[config.mk]
export PLATFORM = sky130hd
export DESIGN_NAME = forward_hazard_unit
export DESIGN_NICKNAME = d
export VERILOG_FILES = /design/src/rtl/forward_hazard_unit.sv
export SDC_FILE = /design/constraint.sdc
export NUM_CORES = 1
export LEC_CHECK = 0
export ABC_CLOCK_PERIOD_IN_PS = 2080
export BUFFER_PORTS_ARGS = -buffer_cell sky130_fd_sc_hd__buf_2
export CORE_ASPECT_RATIO = 0.6
export CORE_MARGIN = 2
export CORE_UTILIZATION = 30
export CTS_BUF_LIST = sky130_fd_sc_hd__clkbuf_8 sky130_fd_sc_hd__clkbuf_16
export DETAILED_ROUTE_END_ITERATION = 10
export PLACE_DENSITY = 0.73
export SYNTH_ARGS = -nofsm -noshare
export SYNTH_HDL_FRONTEND = slang
export SYNTH_SLANG_ARGS = --single-unit
[constraint.sdc]
create_clock -name Clk -period 2.08 [get_ports Clk]
set_input_delay 0.208 -clock Clk [delete_from_list [all_inputs] [get_ports Clk]]
set_output_delay 0.208 -clock Clk [all_outputs]
set_load 0.05 [all_outputs]
[src/rtl/forward_hazard_unit.sv]
// EX-stage operand forwarding and load-use hazard unit with EX/MEM shadow slots.
// Optional statistics counters are enabled by defining HAZARD_STATS_EN.
module forward_hazard_unit #(
  parameter int unsigned REG_ADDR_W = 5,
  parameter int unsigned ZERO_REG   = 0,
  parameter int unsigned CNT_W      = 32
) (
  input  logic                  Clk,
  input  logic                  RstN,
  input  logic                  IDValid,
  input  logic [REG_ADDR_W-1:0] IDRs,
  input  logic [REG_ADDR_W-1:0] IDRt,
  input  logic                  IDUseRs,
  input  logic                  IDUseRt,
  input  logic [REG_ADDR_W-1:0] IDWriteRegAddr,
  input  logic                  IDRegWrite,
  input  logic                  IDMemToReg,
  input  logic                  Flush,
  output logic                  Stall,
  output logic [1:0]            Forward1,
  output logic [1:0]            Forward2,
  output logic [CNT_W-1:0]      StallCount,
  output logic [CNT_W-1:0]      FwdCount
);

  localparam logic [REG_ADDR_W-1:0] ZERO_ADDR = REG_ADDR_W'(ZERO_REG);

  localparam logic [1:0] FWD_REG = 2'b00;
  localparam logic [1:0] FWD_WB  = 2'b01;
  localparam logic [1:0] FWD_MEM = 2'b10;

  typedef struct packed {
    logic                  valid;
    logic [REG_ADDR_W-1:0] addr;
    logic                  reg_write;
    logic                  mem_to_reg;
  } slot_t;

  slot_t      ex_s, mem_s, ex_nxt;
  logic [1:0] fwd1_nxt, fwd2_nxt;
  logic       issue;

  function automatic logic slot_match(input slot_t s, input logic [REG_ADDR_W-1:0] src);
    return s.valid & s.reg_write & (s.addr == src) & (src != ZERO_ADDR);
  endfunction

  // Youngest producer (EX slot) takes priority over the MEM slot.
  function automatic logic [1:0] fwd_sel(input logic use_src, input logic [REG_ADDR_W-1:0] src,
                                         input slot_t ex_q, input slot_t mem_q);
    if (use_src && slot_match(ex_q, src))       return FWD_MEM;
    else if (use_src && slot_match(mem_q, src)) return FWD_WB;
    else                                        return FWD_REG;
  endfunction

  always_comb begin
    Stall    = 1'b0;
    issue    = 1'b0;
    ex_nxt   = '0;
    fwd1_nxt = FWD_REG;
    fwd2_nxt = FWD_REG;

    Stall = IDValid & ~Flush & ex_s.mem_to_reg &
            ((IDUseRs & slot_match(ex_s, IDRs)) | (IDUseRt & slot_match(ex_s, IDRt)));
    issue = IDValid & ~Flush & ~Stall;

    if (issue) begin
      ex_nxt.valid      = 1'b1;
      ex_nxt.addr       = IDWriteRegAddr;
      ex_nxt.reg_write  = IDRegWrite;
      ex_nxt.mem_to_reg = IDMemToReg;
      fwd1_nxt          = fwd_sel(IDUseRs, IDRs, ex_s, mem_s);
      fwd2_nxt          = fwd_sel(IDUseRt, IDRt, ex_s, mem_s);
    end
  end

  // Shadow slots and registered forward selects.
  always_ff @(posedge Clk or negedge RstN) begin
    if (!RstN) begin
      ex_s     <= '0;
      mem_s    <= '0;
      Forward1 <= FWD_REG;
      Forward2 <= FWD_REG;
    end else begin
      mem_s    <= ex_s;
      ex_s     <= ex_nxt;
      Forward1 <= fwd1_nxt;
      Forward2 <= fwd2_nxt;
    end
  end

`ifdef HAZARD_STATS_EN
  logic fwd_any;
  assign fwd_any = issue & ((fwd1_nxt != FWD_REG) | (fwd2_nxt != FWD_REG));

  // Saturating statistics counters.
  always_ff @(posedge Clk or negedge RstN) begin
    if (!RstN) begin
      StallCount <= '0;
      FwdCount   <= '0;
    end else begin
      if (Stall && (StallCount != {CNT_W{1'b1}})) StallCount <= StallCount + CNT_W'(1);
      if (fwd_any && (FwdCount != {CNT_W{1'b1}})) FwdCount <= FwdCount + CNT_W'(1);
    end
  end
`else
  assign StallCount = '0;
  assign FwdCount   = '0;
`endif

endmodule

# [Word level (Yosys, flattened, before mapping)]
# Index checks and enable logic that the tools add are counted.
[totals] reg_bits=19 inputBits=23 output_inout_bits=69 word_cells=45
[classes] n_eq_ne=4 mux=7 n_bitwise=19 reduce_logical=6
[op_table] cell="5-bit == test" count=4
[op_table] cell="1-bit bitwise AND" count=16
[op_table] cell="5-bit nonzero test" count=2
[op_table] cell="2-bit 2-to-1 mux" count=4
[op_table] cell="8-bit 2-to-1 mux" count=1
[op_table] cell="1-bit logical AND" count=4
[op_table] cell="1-bit 2-to-1 mux" count=2
[op_table] cell="1-bit inverter" count=2
[op_table] cell="1-bit OR" count=1

# [Depth between registers and ports, before layout]
[depth] word_depth=9 ltp_mapped=6

# [Worst setup path after synthesis]
# No wires, ideal clock.
[synth_timing] path_kind="register to output" start="register ex_s[4] (netlist name)" end="output port Stall" arrival_time_ps=1815 required_ps=1872 slack_ps=57 stages_incl_launch_ff=7 cell_sequence="dfrtp_1 > xnor2_1 > nand4_1 > nor4_1 > o21a_1 > buf_2 > and2_1"
[synth_between] elab_chain_cells=6 word_cells_on_any_way=10 classes_between="eq/ne: 2; bitwise: 8"
[synth_lines] element="start: declaration" line_no="39" source="slot_t ex_s, mem_s, ex_nxt;"
[synth_lines] element="start signal: assignment" line_no="85" source="ex_s <= ex_nxt;"
[synth_lines] element="5-bit == test" line_no="44" source="return s.valid & s.reg_write & (s.addr == src) & (src != ZERO_ADDR);"
[synth_lines] element="1-bit bitwise AND (2 in series)" line_no="44"
[synth_lines] element="1-bit bitwise AND" line_no="63" source="((IDUseRs & slot_match(ex_s, IDRs)) | (IDUseRt & slot_match(ex_s, IDRt)));"
[synth_lines] element="1-bit OR (*)" line_no="63"
[synth_lines] element="1-bit bitwise AND (*)" line_no="62" source="Stall = IDValid & ~Flush & ex_s.mem_to_reg &"
[synth_lines] element="end: declaration" line_no="19" source="output logic Stall,"
# Every way passes the cells marked *; elsewhere a longest branch is shown, timed or not.

# [Worst setup path in the final report]
# Same ends and word-level chain as after synthesis.

==> results.json <==
{
  "ys_types": 22,
  "postPlaceCellArea_mm2": 0.001329,
  "io-pin-count": 92,
  "max_cap_viol_count": 0,
  "area_growth_pct": 5.380,
  "regArea_um2": 475.5,
  "num_vias": 810,
  "synthTopCellsByCount": "buf_4, dfrtp_1, xnor2_1",
  "fp.dieH_um": 55.94,
  "synthCells": 144,
  "dr.pass1.iters": 4,
  "max_freq_mhz": 499.0,
  "netlist_top_cells_area": "buf_4, dfrtp_1, xnor2_1",
  "ir_worst_vdd_uv": 218.0,
  "fillerInstances": 452,
  "crit_path_start_kind": "register",
  "finalNetCount": 200,
  "p_leak_uw": 0.0007341,
  "rsz0062_at_grt": "true",
  "antenna_found_initial": 0,
  "ys_ff_latch": 19,
  "grt_usage": 0.09500,
  "drive_above_1_share": 0.2159,
  "drc": 0,
  "cts_tree": "built",
  "combPwrFrac": 0.341,
  "start_util": 0.3203,
  "ant_nets": 0,
  "p_total_uw": 1002,
  "fp-row-count": 18,
  "drt_iter0_drc": 52,
  "routabilityCongestion": 0.7901,
  "yosysSeqAreaShare": 0.3525,
  "grt_pass1_wl_um": 3601,
  "dpl_worst_slack_ps": 61.14,
  "hold_viol_final": 0,
  "swShare": 0.4414,
  "period_needed_ps": 2004,
  "insertion_delay_ps": 260,
  "slew_violations": 0,
  "synth_ff_type": "dfrtp_1",
  "pwr-share-clk": 0.268,
  "die_area_mm2": 0.005066,
  "core-area_mm2": 0.004212,
  "cp-end-kind": "output port",
  "skew_ps": 1.157,
  "cts_setup_buffers": 0,
  "p_int_uw": 559.6,
  "power_switching_uw": 442.2,
  "wl_per_cell_um": 10.24,
  "grt_max_degree": 20,
  "grt_overflow_total": 0,
  "n_antenna_cell": 0,
  "cts-buffers-inserted": 3,
  "netlist.area_leader.share": 0.3562,
  "yosysTopAreaCell": "buf_4",
  "synth_most_common_cell": "buf_4",
  "multi_input_area_um2": 644.4,
  "die_w_um": 90.57,
  "syn-mean-instance-area_um2": 9.367,
  "netlist_area_mm2": 0.001349,
  "clk_pin_slew_ps": 70,
  "ys_async_sr_fraction": 1.000,
  "worst-setup-path-type": "register to output port",
  "synthesis.yosys.warnings": 0,
  "htreeDepth": 1,
  "power_density_mw_per_mm2": 704.9,
  "clock_sinks": 19,
  "hpwl_um": 2055,
  "status": "finished clean",
  "viasPerCell": 3.432,
  "grt_pass1_vias": 702,
  "port_buffers": 27,
  "stdcell_area_mm2": 0.001421,
  "clock_path_buffers": 2,
  "cts_root_buffer": "clkbuf_8",
  "worst-path-max-fanout": 4,
  "finalSetupViolations": 0,
  "seqPwrFrac": 0.391,
  "worstHoldPathType": "primary input to register",
  "fin_crit_sh": 0.9634,
  "finalWorstSetupSlack_ps": 76.17,
  "synth_edf_count": 0,
  "setup_tns_ps": 0,
  "arrival_ps": 1800,
  "required_ps": 1870,
  "routed_wl_um": 2416
}
[cells in the final DEF, fill, tap and decap left out, drive strengths merged, types with 3 or more instances in the layout]
cell type	Yosys	routed
xor2	4	4
clkbuf	1	3
nand2	8	8
buf	65	30
conb	1	64
dfrtp	19	19
nor2	8	8
or4	3	3
nor4	3	3
nand4	5	5
xnor2	16	16
[what timing repair did]
action	4_1_cts	5_1_grt
hold buffers	1	0
endpoints found under the setup margin	1	1
hold endpoints to repair	19	0
gates resized for setup	4	3
pin swaps	2	1
[per-stage QoR]
step                hold WS, ps  cells  utilization
floorplan                -87.59    207            -
global placement          156.7    231       0.3155
detailed placement        163.1    231       0.3155
CTS                       142.8    236       0.3351
global route              157.2    236       0.3375
finish                    147.0    236       0.3375
[critical path, stage by stage, from the launching register on]
cell and delay [ps]:
dfrtp_1 430, xnor2_1 200, nand4_1 170, nor4_4 240, o21a_1 200, and2_4 160
buf_8 130
[final timing paths]
check	start	endpoint	slack, ps	cells past startpoint
worst max-delay path	ex_s[4]	Stall	80	6
worst min-delay path	IDWriteRegAddr[0]	ex_s[2]	150	3
worst max register to register	ex_s[4]	ex_s[3]	500	6
worst min register to register	ex_s[1]	mem_s[1]	380	0
max in group asynchronous	RstN	ex_s[3]	1380	2
min in group asynchronous	RstN	Forward1[0]	400	2
[power by group through the flow]
| stage | logic, uW | registers (uW) | clock network, uW |
|---|---|---|---|
| floorplan | 384 | 396 | 0 |
| global placement | 333 | 398 | 0 |
| detailed placement | 333 | 399 | 0 |
| CTS | 340 | 391 | 275 |
| global route | 357 | 393 | 290 |
| finish | 342 | 391 | 269 |
[logic make-up (layout without fill, tap and decap cells)]
kind of cell | count (synthesis) | after routing | synth area share
AND/OR/NAND/NOR | 33 | 33 | 0.1271
buffers and inverters | 66 | 35 | 0.3627
flip-flops | 19 | 19 | 0.3525
XOR/XNOR | 20 | 20 | 0.1299
other | 1 | 64 | 0.002780
AO/OA/AOI/OAI | 5 | 5 | 0.02504
[routing by layer]
metal,GRT usage,up-vias,part of all wire,wire [um]
li1,-,398,-,-
met1,0.1290,377,0.45,1093
met2,0.1354,31,0.46,1122
met3,0.03117,4,0.063,151
met4,0.04615,0,0.020,49
met5,0,-,0,0
[sequential cells by signal, summed over array words and instances (netlist names)]
| name | cells |
|---|---|
| ex_s | 8 |
| mem_s | 7 |
| Forward1 | 2 |
| Forward2 | 2 |
[area by class of cell]
cell class | count | share of cell area
repair buffers | 31 | 0.1250
clock inverters | 1 | 0.005282
well taps | 60 | 0.05282
flip-flops and latches | 19 | 0.3345
multi-input cells | 122 | 0.4533
clock buffers | 3 | 0.02905
Note: power is estimated with default switching activity, not from simulation.
